===== config.mk =====
export PLATFORM = sky130hd
export DESIGN_NAME = chick_datapath_flat
export DESIGN_NICKNAME = d
export VERILOG_FILES = /design/src/rtl/chick_pkg.sv /design/src/rtl/chick_if.sv /design/src/rtl/chick_lfsr8.sv /design/src/rtl/chick_datapath.sv /design/src/flat_wrapper.sv
export SDC_FILE = /design/constraint.sdc
export NUM_CORES = 1
export LEC_CHECK = 0
export CAP_MARGIN = 30
export CORE_MARGIN = 3
export CORE_UTILIZATION = 46
export CTS_BUF_LIST = sky130_fd_sc_hd__clkbuf_4
export DETAILED_ROUTE_END_ITERATION = 7
export PLACE_DENSITY = 0.65
export SETUP_SLACK_MARGIN = 0.2
export SLEW_MARGIN = 20
export SYNTH_ARGS = -nofsm -noshare
export SYNTH_HDL_FRONTEND = slang
export SYNTH_SLANG_ARGS = --single-unit

===== constraint.sdc =====
create_clock -name clk -period 6 [get_ports clk]
set_clock_uncertainty 0.05 [all_clocks]
set_input_delay 0.6 -clock clk [delete_from_list [all_inputs] [get_ports clk]]
set_output_delay 0.6 -clock clk [all_outputs]
set_load 0.1 [all_outputs]

===== src/rtl/chick_pkg.sv =====
// Shared constants for the Chicken Cha-Cha-Cha controller and datapath:
// state codes, board geometry, tile pictures and player start offsets.
package chick_pkg;

  typedef enum logic [2:0] {
    ST_IDLE  = 3'b000,
    ST_SETUP = 3'b001,
    ST_START = 3'b010,
    ST_PICK  = 3'b011,
    ST_JUDGE = 3'b100,
    ST_MISS  = 3'b101,
    ST_MOVE  = 3'b110,
    ST_END   = 3'b111
  } state_e;

  localparam int BOARD_LEN       = 16;
  localparam int PIC_W           = 3;
  localparam int NUM_PLAYERS_MAX = 4;

  typedef logic [PIC_W-1:0] pic_t;
  typedef logic [3:0]       pos_t;

  localparam pic_t TILE_PIC [BOARD_LEN] = '{
    3'd2, 3'd5, 3'd1, 3'd7, 3'd0, 3'd3, 3'd6, 3'd4,
    3'd1, 3'd2, 3'd7, 3'd5, 3'd3, 3'd0, 3'd4, 3'd6
  };

  localparam pos_t START_POS [NUM_PLAYERS_MAX] = '{4'd0, 4'd4, 4'd8, 4'd12};

  // N=1 is illegal and falls back to two players.
  function automatic logic [2:0] decode_players(input logic [1:0] n);
    case (n)
      2'd3:    return 3'd3;
      2'd0:    return 3'd4;
      default: return 3'd2;
    endcase
  endfunction

endpackage


===== src/rtl/chick_if.sv =====
// Controller <-> datapath handshake: state code and status in, c/go/win back.
interface chick_if;
  import chick_pkg::*;

  state_e     M;
  logic       A;
  logic       B;
  logic [1:0] N;
  logic       c;
  logic       go;
  logic       win;

  modport master (output M, A, B, N, input c, go, win);
  modport slave  (input M, A, B, N, output c, go, win);

endinterface


===== src/rtl/chick_lfsr8.sv =====
// Free-running 8-bit maximal LFSR (x^8+x^6+x^5+x^4+1), seeded with 0x01.
module chick_lfsr8 (
  input  logic       clk,
  input  logic       rst,
  output logic [7:0] value
);

  always_ff @(posedge clk or negedge rst) begin
    if (!rst) value <= 8'h01;
    else      value <= {value[6:0], value[7] ^ value[5] ^ value[4] ^ value[3]};
  end

endmodule


===== src/rtl/chick_datapath.sv =====
// Game-state datapath for the Chicken Cha-Cha-Cha controller.
// Define CHICK_SHUFFLE_EN to reseed the card-to-picture mapping at each game start.
module chick_datapath
  import chick_pkg::*;
#(
  parameter int WIN_STEPS = 16
) (
  input  logic       clk,
  input  logic       rst,
  input  logic       start,
  input  logic [3:0] key,
  chick_if.slave     ctl,
  output logic [1:0] cur_player,
  output pos_t       cur_pos,
  output pic_t       card_pic
);

  localparam logic [7:0] WIN_TH = 8'(WIN_STEPS);

  logic       sync1, sync2;
  pos_t       pos   [NUM_PLAYERS_MAX];
  logic [7:0] steps [NUM_PLAYERS_MAX];
  logic [7:0] seed;
  logic [2:0] num_players;
  logic [2:0] next_player;
  pic_t       pick_pic;
  pos_t       ahead;
  logic [7:0] next_steps;
  logic       unused_status;

  assign unused_status = ^{ctl.A, ctl.B, seed[7:PIC_W]};

  assign num_players = decode_players(ctl.N);
  assign next_player = {1'b0, cur_player} + 3'd1;
  assign pick_pic    = key[PIC_W-1:0] ^ seed[PIC_W-1:0];
  // 4-bit position arithmetic wraps 15 -> 0 on the 16-tile ring.
  assign ahead       = pos[cur_player] + 4'd1;
  assign next_steps  = (steps[cur_player] == 8'hFF) ? 8'hFF : steps[cur_player] + 8'd1;
  assign cur_pos     = pos[cur_player];
  assign ctl.c       = sync2;

`ifdef CHICK_SHUFFLE_EN
  logic [7:0] lfsr_value;

  chick_lfsr8 u_lfsr (
    .clk   (clk),
    .rst   (rst),
    .value (lfsr_value)
  );

  always_ff @(posedge clk or negedge rst) begin
    if (!rst)                             seed <= '0;
    else if (ctl.M == ST_IDLE && sync2)   seed <= lfsr_value;
  end
`else
  assign seed = '0;
`endif

  always_ff @(posedge clk or negedge rst) begin
    if (!rst) begin
      sync1      <= 1'b0;
      sync2      <= 1'b0;
      ctl.go     <= 1'b0;
      ctl.win    <= 1'b0;
      cur_player <= '0;
      card_pic   <= '0;
      for (int p = 0; p < NUM_PLAYERS_MAX; p++) begin
        pos[p]   <= START_POS[p];
        steps[p] <= '0;
      end
    end else begin
      sync1 <= start;
      sync2 <= sync1;
      case (ctl.M)
        ST_IDLE: begin
          ctl.go     <= 1'b0;
          ctl.win    <= 1'b0;
          cur_player <= '0;
          for (int p = 0; p < NUM_PLAYERS_MAX; p++) begin
            pos[p]   <= START_POS[p];
            steps[p] <= '0;
          end
        end
        ST_PICK: begin
          if (key != 4'd0) begin
            card_pic <= pick_pic;
            ctl.go   <= (pick_pic == TILE_PIC[ahead]);
          end
        end
        ST_JUDGE: begin
          if (ctl.go) begin
            pos[cur_player]   <= ahead;
            steps[cur_player] <= next_steps;
            ctl.win           <= (next_steps >= WIN_TH);
          end
        end
        ST_MISS: begin
          // A player index left out of range by an N change wraps to 0.
          cur_player <= (next_player < num_players) ? next_player[1:0] : 2'd0;
          ctl.go     <= 1'b0;
        end
        ST_MOVE: begin
          if (!ctl.win) ctl.go <= 1'b0;
        end
        default: ;
      endcase
    end
  end

endmodule


===== src/flat_wrapper.sv =====
// flat-port wrapper written by rule: the top's interface ports become plain ports
module chick_datapath_flat import chick_pkg::*;
#(
  parameter int WIN_STEPS = 16
)
  (clk, rst, start, key, cur_player, cur_pos, card_pic, ctl_M, ctl_A, ctl_B, ctl_N, ctl_c, ctl_go, ctl_win);
  chick_if ctl_i ();
  input  logic clk;
  input  logic rst;
  input  logic start;
  input  logic [3:0] key;
  output logic [1:0] cur_player;
  output pos_t cur_pos;
  output pic_t card_pic;
  input wire logic [$bits(ctl_i.M)-1:0] ctl_M;
  input wire logic [$bits(ctl_i.A)-1:0] ctl_A;
  input wire logic [$bits(ctl_i.B)-1:0] ctl_B;
  input wire logic [$bits(ctl_i.N)-1:0] ctl_N;
  output wire logic [$bits(ctl_i.c)-1:0] ctl_c;
  output wire logic [$bits(ctl_i.go)-1:0] ctl_go;
  output wire logic [$bits(ctl_i.win)-1:0] ctl_win;
  assign ctl_i.M = ctl_M;
  assign ctl_i.A = ctl_A;
  assign ctl_i.B = ctl_B;
  assign ctl_i.N = ctl_N;
  assign ctl_c = ctl_i.c;
  assign ctl_go = ctl_i.go;
  assign ctl_win = ctl_i.win;
  chick_datapath #(.WIN_STEPS(WIN_STEPS)) u_core (.clk(clk), .rst(rst), .start(start), .key(key), .ctl(ctl_i), .cur_player(cur_player), .cur_pos(cur_pos), .card_pic(card_pic));
endmodule

Word-level counts from Yosys, hierarchy flattened

Memory sizes are Yosys's and may differ from the RTL's.
Index checks and enable logic that the tools add are counted.
W data, S select, Z words.

Order comparisons: 5
Muxes and demuxes: 27
Reduce and logical (&&, ||, !) cells: 11
Bitwise operators: 2
Equality and inequality tests: 10
Add/subtract/negate cells: 3

Operator list:

| kind                  | number |
|---|---|
| $pmux W32 S2          | 1 |
| $bwmux W32            | 1 |
| $mux W32              | 1 |
| $mux W8               | 4 |
| $pmux W16 S2          | 1 |
| $bmux W8 S2           | 1 |
| $bwmux W16            | 1 |
| $demux W8 S2          | 1 |
| $mux W16              | 1 |
| $mux W4               | 3 |
| $eq A3 B3 Y1 const B  | 3 |
| $add A8 B1 Y8 const B | 1 |
| $bmux W4 S2           | 1 |
| $demux W4 S2          | 1 |
| $eq A8 B8 Y1 const B  | 1 |
| $ge A8 B5 Y1 const B  | 1 |
| $mux W3               | 2 |
| $pmux W3 S2           | 1 |
| $ge A5 B5 Y1 const B  | 1 |
| $not A4 Y5            | 1 |
| $add A4 B1 Y4 const B | 1 |
| $ne A2 B1 Y1 const B  | 2 |
| $pmux W2 S2           | 1 |
| $reduce_and A2 Y1     | 2 |
| 21 further kinds      | 24 |

Output and inout bits: 12
Bits in registers: 57
ROM bits: 48
Word-level logic and storage cells: 73
Input port bits: 14
Memories: 1

Memory list:

| name            | words | width | rd ports | clocked after memory_dff | write ports | line                 | text |
|---|---|---|---|---|---|---|---|
| (no name shown) | 16    | 3     | 1        | 0                        | 0           | chick_datapath.sv:87 | `ctl.go <= (pick_pic == TILE_PIC[ahead]);` |

Logic depth before layout (Yosys ltp)

Gate-level depths: netlist (run 1).

Word-level depth: 12
Depth in mapped cells: 12
Mapped depth without buffers: 8

Worst setup path after synthesis (run 1)

No wires, ideal clock.

Path type: register to register
From: register u_core.cur_player[0]
To: register u_core.ctl.go
Stages on the path, launching flop included: 11
Path slack: 2265 ps
Data arrival time: 3564 ps
Library setup time: 121 ps
Cell sequence: dfrtp_1 -> buf_6 -> mux4_2 -> ha_1 -> clkbuf_2 -> xnor2_4 -> xnor2_1 -> nor2_1 -> a311oi_2 -> xor2_1 -> a32o_2

Word-level cells in the longest chain between the ends: 12

Ends and longest elaborated chain:

| item                                       | line                 | text |
|---|---|---|
| start: declaration                         | chick_datapath.sv:13 | `output logic [1:0] cur_player,` |
| start signal: assignment                   | chick_datapath.sv:99 | `cur_player <= (next_player < num_players) ? next_player[1:0] : 2'd0;` |
| $not A2 Y3                                 | -                    |  |
| $bmux W4 S2                                | -                    |  |
| $mux W4 (2 in a row)                       | -                    |  |
| net cur_pos[1]                             | flat_wrapper.sv:13   | `output pos_t cur_pos;` |
| $add A4 B1 Y4                              | chick_datapath.sv:37 | `assign ahead = pos[cur_player] + 4'd1;` |
| $not A4 Y5 (not written as such)           | chick_datapath.sv:87 |  |
| $mem_v2 Z16 W3                             | -                    |  |
| $mux W3 (not written as such) (2 in a row) | chick_datapath.sv:87 |  |
| $eq A3 B3 Y1                               | chick_datapath.sv:87 |  |
| $mux W1                                    | chick_datapath.sv:85 | `if (key != 4'd0) begin` |
| $pmux W1 S3                                | chick_datapath.sv:74 | `case (ctl.M)` |
| end signal: assignment                     | chick_datapath.sv:87 |  |
| end: declaration                           | chick_if.sv:14       | `modport slave (input M, A, B, N, output c, go, win);` |

The timed path passes the listed nets, and every way through them passes these cells. The select of a mux whose other input is x is not followed.
A chain may end at the register's enable or synchronous reset.

Final worst setup path (run 1)

From: register u_core.cur_player[1]
To: output cur_pos[3]

Word-level cells in the longest chain between the ends: 4

Ends and longest elaborated chain:

| item                                       | line                 | text |
|---|---|---|
| $not A2 Y3 (not written as such)           | chick_datapath.sv:39 | `assign cur_pos = pos[cur_player];` |
| $bmux W4 S2                                | chick_datapath.sv:39 |  |
| $mux W4 (not written as such) (2 in a row) | chick_datapath.sv:39 |  |
| end: declaration                           | flat_wrapper.sv:13   |  |

Every way passes these cells. The select of a mux whose other input is x is not followed.

==> results of run 1 <==
power breakdown:
part | total, mW | internal [mW] | switching (mW)
clock network | 0.245 | 0.103 | 0.143
logic | 0.528 | 0.193 | 0.335
registers | 0.460 | 0.410 | 0.0501
total | 1.23 | 0.705 | 0.528
metrics by stage:
step	setup slack, ps	std cells	hold WS [ps]	instance area, um2	util, %
4_1_cts	2230	384	290	3530	54.0
5_1_grt	2130	384	335	3530	54.0
6_report	2270	384	267	3530	54.0
2_1_floorplan	2270	281	254	3180	-
3_3_place_gp	2480	367	287	3380	51.8
3_5_place_dp	2690	368	286	3410	52.2
cells by family after synthesis:
kind of cell	count (synthesis)	synth area share [%]
buffers and inverters	25	5.50
adders and majority gates	8	3.14
and+or+nand+nor	80	12.1
AOI/OAI and AO/OA	66	14.5
DFF	57	45.0
muxes	33	15.9
xor gates and xnor gates	12	3.89
Yosys cell counts, types with 7 or more instances:
cell type   n  area [um2]
nor2_1     14        52.6
mux4_2      7         158
nand2_1    31         116
clkbuf_1    7        26.3
a22o_1     18         158
xnor2_1     7        61.3
inv_1       8        30.0
o21ai_0    14        70.1
dfrtp_1    53        1330
ha_1        8         100
nand3_1     8        40.0
mux2_2     19         214
and2_1      9        56.3
a21oi_1    16        80.1
worst register-to-register path, delay by kind of cell (launching register included):
family                   cells  cell delay [ps]
buffers and inverters        1              210
adder cells (fa/ha/maj)      1              400
AO/OA/AOI/OAI                2              570
AND/OR/NAND/NOR              1               80
multiplexers                 1              660
XOR/XNOR                     3              550
flip-flops                   1              650
cell usage in the layout (no fill, tap or decap), drive strengths merged, types with 2 or more instances in the layout:
master         synthesis  layout
nor2                  14      14
mux4                  11      11
or2                    3       3
and2                  10      10
o21ai                 15      15
mux2                  19      19
nand2                 31      31
a2111oi                2       2
dfrtp                 53      53
clkdlybuf4s50          0      22
and3                   3       3
a22o                  18      18
inv                    8       8
clkinv                 0       2
clkbuf                11      13
nor3                   4       4
mux2i                  3       3
a21oi                 17      17
nor2b                  2       2
nand3                  8       8
dfstp                  4       4
a31oi                  3       3
ha                     8       8
xor2                   4       4
buf                    6       5
xnor2                  8       8
per-layer routing:
layer	global-route usage (%)	vias up	wire length, um
met3	3.32	12	219
li1	-	1071	-
met5	0	-	0
met4	9.34	0	136
met1	27.2	1102	3400
met2	26.3	38	2980
cell type report:
class                           count  area, um2  share of cell area (%)
Multi-Input combinational cell    199       1580                    44.7
Clock buffer                       13       97.6                    2.77
Clock inverter                      3       17.5                   0.497
Inverter                            8       30.0                   0.852
Sequential cell                    57       1430                    40.6
Tap cell                           77       96.3                    2.73
Timing Repair Buffer               27        275                    7.81
flip-flops by register name, summed over array words and instances, names as in the netlist:
register / cells
u_core.ctl.win: 1
u_core.ctl.go: 1
u_core.steps: 32
u_core.cur_player: 2
u_core.pos: 16
u_core.sync1: 1
u_core.card_pic: 3
u_core.ctl.c: 1
worst max-delay path by stage:
stage                                 to  slack [ps]  depth (start not counted)
6_report                      cur_pos[3]        2270                          4
3_5_place_dp                  cur_pos[3]        2690                          4
4_1_cts                       cur_pos[3]        2230                          4
3_3_place_gp   u_core.ctl.go$_DFFE_PN0P_        2480                          8
5_1_grt                       cur_pos[3]        2130                          4
2_1_floorplan  u_core.ctl.go$_DFFE_PN0P_        2270                         10
==> impl_metrics.env, run 1 <==
export IMPL_endpoint_kind="primary output"
export IMPL_ys_flop_type="dfrtp_1"
export IMPL_cts_tree="built"
export IMPL_worst_slew_pin_slew_ps=972
export IMPL_cts_root_buffer_cell="clkbuf_4"
export IMPL_clockBufferDepth=2
export IMPL_r2r_setup_slack_ps=2730
export IMPL_rsz0062_at_grt="false"
export IMPL_cts_resized=0
export IMPL_drtIter0Drc=163
export IMPL_critPathRequiredTime_ps=5350
export IMPL_synth_cell_type_count=51
export IMPL_hold_viol=0
export IMPL_synth_avg_cell_area_um2=11.3
export IMPL_path_cells="mux2i_1, mux2_2, inv_1, clkdlybuf4s50_1"
export IMPL_dp_hpwl_um=4450
export IMPL_io_pins=26
export IMPL_n_fill_cell=582
export IMPL_rows=29
export IMPL_cp_slowest_stage_delay_ps=1140
export IMPL_finalCritPeriodShare_pct=62.1
export IMPL_grt_antenna_before_repair=0
export IMPL_start_kind="flip-flop"
export IMPL_leakage_nw=1.57
export IMPL_num_antenna_cells=0
export IMPL_worstPathArrival_ps=3080
export IMPL_syn_nets=303
export IMPL_drt_first_pass_iters=4
export IMPL_detail_route_antenna_nets=0
export IMPL_path_buf_inv=2
export IMPL_grt_max_degree=58
export IMPL_setup_tns_ps=0
export IMPL_r2r_cells=9
export IMPL_cp_top_family="buffers and inverters"
export IMPL_finalPower_mw=1.23
export IMPL_ys_seq_elements=57
export IMPL_gp_congestion=0.777
export IMPL_grt_pass1_wl_um=10900
export IMPL_wl_per_cell_um=17.6
export IMPL_htreeDepth=3
export IMPL_die_y_um=89.2
export IMPL_min_path_type="in2async"
export IMPL_vias=2223
export IMPL_path_clk_slew_ps=100
export IMPL_routed_via_density=5.79
export IMPL_chipWidth_um=89.2
export IMPL_crit_start="u_core.cur_player[1]$_DFFE_PN0P_"
export IMPL_clock_sinks=57
export IMPL_drv_slew=0
export IMPL_slew_headroom_pct=35.0
export IMPL_synthesis_area_um2=3180
export IMPL_drc=0
export IMPL_ir_drop_v=0.000175
export IMPL_crit_slowest_cell="clkdlybuf4s50_1"
export IMPL_netlist_instances=281
export IMPL_outcome="finished, final reports clean"
export IMPL_postCtsSetupBuffers=0
export IMPL_drt_wl_total_um=6740
export IMPL_cts_hold_buf=0
export IMPL_yosys_warnings=0
export IMPL_grtUsageTotal_pct=18.5
export IMPL_finalSetupViolCount=0
export IMPL_fmax_mhz=268
export IMPL_worstReg2RegEnd="u_core.ctl.go$_DFFE_PN0P_"
export IMPL_cp_max_fo=17
export IMPL_coreArea_um2=6530
export IMPL_clock_latency_ps=400
export IMPL_dieArea_um2=7960
export IMPL_pwr_density_cell_nw_per_um2=350
export IMPL_async_reset_ff_share_pct=100
export IMPL_cts_made_buffers=9
export IMPL_synth_edff_count=0
export IMPL_numPortBuffers=23
export IMPL_drive_gt1_share_pct=19.9
export IMPL_drv_cap=0
export IMPL_grt_pass1_vias=2116
export IMPL_crit_type="reg2out"
export IMPL_yosysSeqAreaShare_pct=45.0
export IMPL_worstReg2RegStart="u_core.cur_player[0]$_DFFE_PN0P_"
export IMPL_syn2layout_area_growth_pct=10.7
export IMPL_min_period_ps=3730
export IMPL_initial_core_util_pct=48.8
export IMPL_grt_ovfl_total=0
export IMPL_nets=324
Note: power is estimated with default switching activity, not from simulation.
==> run 2: changes to the inputs <==
--- a/config.mk
+++ b/config.mk
@@ -10,7 +10,7 @@
 export CORE_UTILIZATION = 46
 export CTS_BUF_LIST = sky130_fd_sc_hd__clkbuf_4
 export DETAILED_ROUTE_END_ITERATION = 7
-export PLACE_DENSITY = 0.65
+export PLACE_DENSITY = 0.67
 export SETUP_SLACK_MARGIN = 0.2
 export SLEW_MARGIN = 20
 export SYNTH_ARGS = -nofsm -noshare
==> constraint.sdc (replaced) <==
create_clock -name clk -period 3.1 [get_ports clk]
set_clock_uncertainty 0.05 [all_clocks]
set_input_delay 0.31 -clock clk [delete_from_list [all_inputs] [get_ports clk]]
set_output_delay 0.31 -clock clk [all_outputs]
set_load 0.1 [all_outputs]
==> run 2 against run 1 <==
  * Combinational power grew 93%
  * Routed wire length grew 3.3%
  * Register-to-register slack lost 2300 ps
  * Clock-buffer cell count shrank 3
  * Core utilization grew 1.6 points
  * Global-route usage grew 1.1 points
  * Worst hold slack gained 22 ps
  * Design area grew 3.0%
  * Highest routed layer unchanged
==> impl_metrics.env, run 2 (synthesis results as in run 1) <==
export IMPL_rsz0062_at_grt="false"
export IMPL_cp_slowest_stage_delay_ps=650
export IMPL_reg_top3="u_core.steps x32, u_core.pos x16, u_core.card_pic x3"
export IMPL_finalPower_mw=2.54
export IMPL_gp_congestion=0.801
export IMPL_finalCritPeriodShare_pct=87.4
export IMPL_dp_hpwl_um=4740
export IMPL_io_pins=26
export IMPL_cts_root_buffer_cell="clkbuf_4"
export IMPL_ir_drop_v=0.000358
export IMPL_pwr_density_cell_nw_per_um2=700
export IMPL_worstReg2RegStart="u_core.cur_player[0]$_DFFE_PN0P_"
export IMPL_cp_top_family="multiplexers"
export IMPL_coreArea_um2=6530
export IMPL_start_kind="flip-flop"
export IMPL_drv_slew=0
export IMPL_clock_sinks=57
export IMPL_syn2layout_area_growth_pct=14.0
export IMPL_numPortBuffers=23
export IMPL_grt_ovfl_total=0
export IMPL_grt_antenna_before_repair=0
export IMPL_hp_start="start"
export IMPL_htreeDepth=3
export IMPL_largest_reg_flops=32
export IMPL_clockBufferDepth=2
export IMPL_dieArea_um2=7960
export IMPL_postPlaceCellArea_um2=3440
export IMPL_num_antenna_cells=0
export IMPL_path_cells="mux4_1, ha_1, and3_1, and2_1, a21oi_2, a21oi_1, and2_1, mux2_2"
export IMPL_slew_headroom_pct=35.1
export IMPL_fin_cells=395
export IMPL_nets=335
export IMPL_grt_pass1_wl_um=11600
export IMPL_drt_wl_total_um=6970
export IMPL_finish_utilization_pct=55.6
export IMPL_crit_type="reg2reg"
export IMPL_initial_core_util_pct=48.8
export IMPL_min_period_ps=2710
export IMPL_rows=29
export IMPL_worstPathArrival_ps=2950
export IMPL_finalInstanceArea_um2=3630
export IMPL_finalWorstSetupSlack_ps=391
export IMPL_cts_tree="built"
export IMPL_top_register="u_core.steps"
export IMPL_vias=2259
export IMPL_grt_max_degree=38
export IMPL_drive_gt1_share_pct=25.8
export IMPL_drv_cap=0
export IMPL_drtIter0Drc=122
export IMPL_die_y_um=89.2
export IMPL_detail_route_antenna_nets=0
export IMPL_drt_first_pass_iters=4
export IMPL_whs_ps=289
export IMPL_outcome="finished, final reports clean"
export IMPL_pre_cts_ws_ps=397
export IMPL_cts_made_buffers=9
export IMPL_endpoint_kind="flip-flop"
export IMPL_fmax_mhz=369
export IMPL_grt_pass1_vias=2317
export IMPL_place_inst=375
export IMPL_min_path_type="in2reg"
export IMPL_wl_per_cell_um=17.6
export IMPL_final_cell_mix="dfrtp_1 (51), nand2_1 (31), buf_4 (21)"
export IMPL_grtUsageTotal_pct=19.6
export IMPL_finalSetupViolCount=0
export IMPL_crit_top_cell="and2_1"
export IMPL_path_buf_inv=0
export IMPL_clock_latency_ps=400
export IMPL_final_common_cell="dfrtp_1"
export IMPL_drc=0
export IMPL_setup_tns_ps=0
export IMPL_crit_start="u_core.cur_player[0]$_DFFE_PN0P_"
export IMPL_leakage_nw=1.65
export IMPL_routed_via_density=5.72
export IMPL_critPathRequiredTime_ps=3340
export IMPL_cts_resized=0
export IMPL_path_clk_slew_ps=100
export IMPL_cp_max_fo=14
export IMPL_crit_slowest_cell="mux4_1"
export IMPL_hold_viol=0
export IMPL_worst_slew_pin_slew_ps=971
export IMPL_chipWidth_um=89.2
run 2: timing repair:
action	CTS	global route
hold buffers	1	0
endpoints found under the setup margin	0	2
setup buffers	0	3
endpoints found under the hold margin	33	0
run 2: routing by layer:
| metal | vias to the layer above | track usage, % | share of wire (%) | wire [um] |
|---|---|---|---|---|
| li1 | 1086 | - | - | - |
| met1 | 1122 | 26.9 | 49 | 3380 |
| met2 | 43 | 30.0 | 45 | 3170 |
| met3 | 8 | 6.82 | 4.6 | 317 |
| met4 | 0 | 4.87 | 1.4 | 95 |
| met5 | - | 0 | 0 | 0 |
run 2: worst reg2reg max path, delay by kind of cell (launching register included):
family | cells | cell delay, ps
AOI/OAI and AO/OA | 2 | 240
adders and majority gates | 1 | 270
DFF | 1 | 550
muxes | 2 | 910
and+or+nand+nor | 3 | 590
run 2: final cells by class:
class,count,area (um2)
inverters,8,30.0
repair buffers,38,323
flip-flops and latches,57,1440
well taps,77,96.3
clock inverters,6,82.6
multi-input cells,199,1590
fillers,571,2900
clock buffers,10,75.1
run 2: path summary, 6_finish.rpt:
path	end	slack (ps)	depth (start not counted)
worst max-delay path	u_core.steps[22]$_DFFE_PN0P_	390	8
worst min-delay path	u_core.sync1$_DFF_PN0_	290	1
worst max register to register	u_core.steps[22]$_DFFE_PN0P_	390	8
worst min register to register	u_core.ctl.c$_DFF_PN0_	310	0
max in group asynchronous	u_core.pos[2]$_DFFE_PN1P_	1770	3
min in group asynchronous	u_core.steps[4]$_DFFE_PN0P_	490	2
run 2: where the power goes:
part	total, mW	switching (mW)	internal, mW	leakage [nW]
Sequential	0.905	0.106	0.799	0.766
Clock	0.615	0.284	0.332	0.0862
Combinational	1.02	0.647	0.374	0.799
Total	2.54	1.04	1.50	1.65
